`config.mk`:
```
export PLATFORM = sky130hd
export DESIGN_NAME = conv_accum_sched
export DESIGN_NICKNAME = d
export VERILOG_FILES = /design/src/rtl/conv_accum_sched.sv
export SDC_FILE = /design/constraint.sdc
export NUM_CORES = 1
export LEC_CHECK = 0
export BUFFER_PORTS_ARGS = -buffer_cell sky130_fd_sc_hd__buf_4
export CAP_MARGIN = 20
export CORE_AREA = 2 2 318 320
export CTS_BUF_LIST = sky130_fd_sc_hd__clkbuf_4 sky130_fd_sc_hd__clkbuf_8
export DETAILED_ROUTE_END_ITERATION = 10
export DIE_AREA = 0 0 320 322
export SLEW_MARGIN = 10
export SYNTH_ARGS = -nofsm -noshare
export SYNTH_HDL_FRONTEND = slang
export SYNTH_SLANG_ARGS = --single-unit
export TNS_END_PERCENT = 1
```
`constraint.sdc`:
```
create_clock -name clk -period 2.4 [get_ports clk]
set_clock_uncertainty 0.15 [all_clocks]
set_input_delay 0.24 -clock clk [delete_from_list [all_inputs] [get_ports clk]]
set_output_delay 0.24 -clock clk [all_outputs]
set_load 0.005 [all_outputs]
```
`src/rtl/conv_accum_sched.sv`:
```
// Convolution accumulation scheduler: feeds operand groups one at a time through the shared adder
// tree, accumulates bias plus group sums, then saturates. Define SCHED_RELU_EN to add a ReLU stage.
module conv_accum_sched #(
   parameter int unsigned BITSIZE    = 14,
   parameter int unsigned NUM_INPUTS = 27,
   parameter int unsigned GRP_W      = 4,
   parameter int unsigned ACC_WIDTH  = 20
) (
   input  logic                          clk,
   input  logic                          rst,
   input  logic                          job_start,
   input  logic [GRP_W-1:0]              cfg_groups,
   input  logic [BITSIZE-1:0]            cfg_bias,
   output logic                          busy,
   input  logic [NUM_INPUTS*BITSIZE-1:0] grp_data,
   input  logic                          grp_valid,
   output logic                          grp_ready,
   output logic [NUM_INPUTS*BITSIZE-1:0] adder_in,
   output logic                          adder_start,
   input  logic [BITSIZE-1:0]            adder_sum,
   input  logic                          adder_valid,
   output logic [BITSIZE-1:0]            out_data,
   output logic                          out_valid,
   input  logic                          out_ready
);

   typedef enum logic [2:0] {StIdle, StLoad, StIssue, StWait, StFinal, StOut} state_e;

   localparam logic signed [ACC_WIDTH-1:0] SatMax = ACC_WIDTH'((1 << (BITSIZE - 1)) - 1);
   localparam logic signed [ACC_WIDTH-1:0] SatMin = ~SatMax;

   state_e                        state_q, state_d;
   logic [GRP_W-1:0]              groups_q, groups_d;
   logic [GRP_W-1:0]              grp_cnt_q, grp_cnt_d;
   logic signed [ACC_WIDTH-1:0]   acc_q, acc_d;
   logic [NUM_INPUTS*BITSIZE-1:0] adder_in_q, adder_in_d;
   logic [BITSIZE-1:0]            out_data_q, out_data_d;

   logic signed [ACC_WIDTH-1:0]   bias_ext, sum_ext, acc_sat;
   logic [BITSIZE-1:0]            result;

   assign bias_ext = {{(ACC_WIDTH - BITSIZE){cfg_bias[BITSIZE-1]}}, cfg_bias};
   assign sum_ext  = {{(ACC_WIDTH - BITSIZE){adder_sum[BITSIZE-1]}}, adder_sum};

   always_comb begin
      if (acc_q > SatMax) begin
         acc_sat = SatMax;
      end else if (acc_q < SatMin) begin
         acc_sat = SatMin;
      end else begin
         acc_sat = acc_q;
      end
      result = acc_sat[BITSIZE-1:0];
`ifdef SCHED_RELU_EN
      if (acc_sat[ACC_WIDTH-1]) begin
         result = '0;
      end
`endif
   end

   always_comb begin
      state_d     = state_q;
      groups_d    = groups_q;
      grp_cnt_d   = grp_cnt_q;
      acc_d       = acc_q;
      adder_in_d  = adder_in_q;
      out_data_d  = out_data_q;
      grp_ready   = 1'b0;
      adder_start = 1'b0;
      out_valid   = 1'b0;
      busy        = (state_q != StIdle);
      unique case (state_q)
         StIdle: begin
            if (job_start) begin
               groups_d  = cfg_groups;
               acc_d     = bias_ext;
               grp_cnt_d = '0;
               state_d   = StLoad;
            end
         end
         StLoad: begin
            grp_ready = 1'b1;
            if (grp_valid) begin
               adder_in_d = grp_data;
               state_d    = StIssue;
            end
         end
         StIssue: begin
            adder_start = 1'b1;
            state_d     = StWait;
         end
         StWait: begin
            // Single group in flight, so each adder result closes out the current group.
            if (adder_valid) begin
               acc_d = acc_q + sum_ext;
               if (grp_cnt_q == groups_q) begin
                  state_d = StFinal;
               end else begin
                  grp_cnt_d = grp_cnt_q + GRP_W'(1);
                  state_d   = StLoad;
               end
            end
         end
         StFinal: begin
            out_data_d = result;
            state_d    = StOut;
         end
         StOut: begin
            out_valid = 1'b1;
            if (out_ready) begin
               state_d = StIdle;
            end
         end
         default: state_d = StIdle;
      endcase
   end

   always_ff @(posedge clk or negedge rst) begin
      if (!rst) begin
         state_q    <= StIdle;
         groups_q   <= '0;
         grp_cnt_q  <= '0;
         acc_q      <= '0;
         adder_in_q <= '0;
         out_data_q <= '0;
      end else begin
         state_q    <= state_d;
         groups_q   <= groups_d;
         grp_cnt_q  <= grp_cnt_d;
         acc_q      <= acc_d;
         adder_in_q <= adder_in_d;
         out_data_q <= out_data_d;
      end
   end

   assign adder_in = adder_in_q;
   assign out_data = out_data_q;

endmodule
```
==> out/metrics.yaml <==
synth_area_um2: 17200
fmax_mhz: 416
cts_tree: "built"
initial_core_util: 0.173
ctsHtreeMaxLevel: 3
worstPathMaxFanout: 5
grt_pass1_vias: 16400
crit_arrival_ns: 2.80
route.detailed.drc: 0
num_io_pins: 812
num_rows: 116
die_area_um2: 103000
cts_sinks: 423
timing.final.ws_setup_ns: -0.00281
ys_seq_area_frac: 0.614
cp-start-kind: "flop"
gp_congestion: 0.843
ir_worst_vdd_v: 0.000624
wl_mm: 69.9
fin_crit_sh: 1.00
post-route-util: 0.314
yosysMostFrequentCell: "dfrtp_1"
yosysTopAreaCell: "dfrtp_1"
post_cts_buffers: 0
cts-root-buf: "clkbuf_8"
clk_pin_slew_worst_paths_ns: 0.06
ys_seq_elements: 423
r2r_start: "acc_q[0]"
hp-class: "input pin to flop"
clk_path_buf_depth: 3
synth_flop_cell: "dfrtp_1"
synthTopCellsByCount: "dfrtp_1 (423), mux2_2 (380), nand2_1 (46)"
ant_nets: 0
ys_types: 59
hpwl_mm: 51.6
violations: "setup timing"
whs_ns: 0.129
drv_cap: 0
path_cells: "ha_2 -> inv_1 -> fa_2 -> nor2b_2 -> o31a_1 -> o21ai_4 -> o31ai_4 -> a2111oi_1 -> or3_1"
rsz0062_at_grt: "true"
end_kind: "flop"
cpPeakStageDelay_ns: 0.36
grt.total_usage: 0.130
fp.dieW_um: 320
antenna_found_initial: 17
setup_viol: 1
cts_made_buffers: 80
leakage_nw: 14.2
grt_pass1_wl_mm: 101
ys_warn_count: 0
coreArea_um2: 99600
dr.pass1.iters: 5
min_path_cells: 7
required_ns: 2.80
synth_top_area_share: 0.614
r2r_slack_ns: -0.003
hold_viol: 0
finalPower_mw: 37.1
postSynthAreaPerCell_um2: 14.5
synth_edf_count: 0
vias: 15000
dp.cells: 3309
slew_headroom: 0.617
p_per_area_nw_per_um2: 1190
grt_max_degree: 52
whs_endpoint: "acc_q[3]"
globalRouteOverflowTotal: 0
fp.dieH_um: 322
clk_latency_ns: 0.67
status: "finished, violations left"
syn_nets: 1624
worst_pin_slew_ns: 0.574
yosys-top-cells-area: "dfrtp_1 (61%), mux2_2 (25%), ha_1 (1.5%)"
syn_inst: 1187
wl_per_cell_um: 18.1
synth-async-reset-ratio: 1.00
final_cells: 3870
cpMaxStageDelayCell: "fa_2"
layout.nets: 2946
report.final.slew_viol_count: 0
portBuffers: 811
drt_iter0_drc: 502
vias_per_cell: 3.89
path_class: "flop to flop"
layout-drive-gt1-share: 0.555
r2r_end: "acc_q[16]"
area_delta_synth_final_pct: 81.4
min_period_ns: 2.40
reg2regPathDepth: 9
hp-start: "adder_sum[2]"
[area by class of cell]
| cell class | instances | area (um^2) |
|---|---|---|
| diodes | 12 | 30.0 |
| clock buffers | 117 | 1460 |
| clock inverters | 16 | 176 |
| fillers | 9904 | 68300 |
| inverters | 14 | 52.6 |
| multi-input cells | 692 | 6340 |
| flip-flops and latches | 423 | 10600 |
| well taps | 1298 | 1620 |
| repair buffers | 1298 | 11000 |
[sequential cells by signal (all words and copies together), names as in the netlist]
| signal | cells |
|---|---|
| state_q | 3 |
| acc_q | 20 |
| groups_q | 4 |
| grp_cnt_q | 4 |
| out_data | 14 |
| adder_in | 378 |
[routing by layer]
layer  routed length [um]  up-vias  GRT usage
li1                     -     6939          -
met1                25900     7362      0.138
met2                35600      619      0.226
met3                 6090      122     0.0504
met4                 2270        2     0.0587
met5                   13        -          0
[critical path, delay by kind of cell (launching register included)]
| family | cells | cell delay [ns] |
|---|---|---|
| buf+inv | 1 | 0.05 |
| flops | 1 | 0.35 |
| fa+ha+maj | 2 | 0.54 |
| simple gates | 2 | 0.51 |
| compound gates | 4 | 0.69 |
[stage by stage]
step | setup TNS [ns] | worst slack [ns] | instance area (um^2)
floorplan | 0 | 0.0849 | 17200
global placement | -0.0324 | -0.0324 | 25300
detailed placement | -0.0598 | -0.0587 | 25300
CTS | -0.0249 | -0.0249 | 31100
global route | -0.319 | -0.0791 | 31300
finish | -0.00281 | -0.00281 | 31300
[cell families after synthesis]
| kind of cell | count (synthesis) | synth area share |
|---|---|---|
| AO/OA/AOI/OAI | 111 | 0.0404 |
| XOR/XNOR | 11 | 0.00559 |
| adder cells (fa/ha/maj) | 21 | 0.0157 |
| buffers and inverters | 72 | 0.0241 |
| flip-flops | 423 | 0.614 |
| multiplexers | 389 | 0.254 |
| AND/OR/NAND/NOR | 160 | 0.0463 |
[report_power, final]
part	switching [mW]	total [mW]	internal [mW]
Combinational	6.67	16.5	9.87
Sequential	2.34	13.2	10.8
Clock	3.27	7.40	4.12
Total	12.3	37.1	24.8
[worst max path at each step]
stage | depth (start not counted) | startpoint | end
floorplan | 9 | acc_q[0] | acc_q[16]
global placement | 9 | acc_q[0] | acc_q[16]
detailed placement | 9 | acc_q[0] | acc_q[16]
CTS | 9 | acc_q[0] | acc_q[16]
global route | 9 | acc_q[0] | acc_q[16]
finish | 9 | acc_q[0] | acc_q[16]
[layout by cell type, fill, tap and decap left out, drive strengths merged, types with 10 or more instances in the layout]
cell | netlist | final
dfrtp | 423 | 423
nor3 | 10 | 10
dlygate4sd3 | 0 | 415
nand2 | 46 | 46
ha | 20 | 20
o21ai | 34 | 34
diode | 0 | 12
nand3 | 18 | 18
clkbuf | 11 | 117
buf | 47 | 883
a21oi | 32 | 32
mux2 | 385 | 385
nor2 | 39 | 39
inv | 14 | 17
[timing repair]
item	CTS	global route
gates resized for setup	3	18
endpoints found under the hold margin	828	0
pin swaps	0	4
hold buffers	416	0
endpoints found under the setup margin	2	13
No activity file was read; power rests on OpenSTA's default activity.
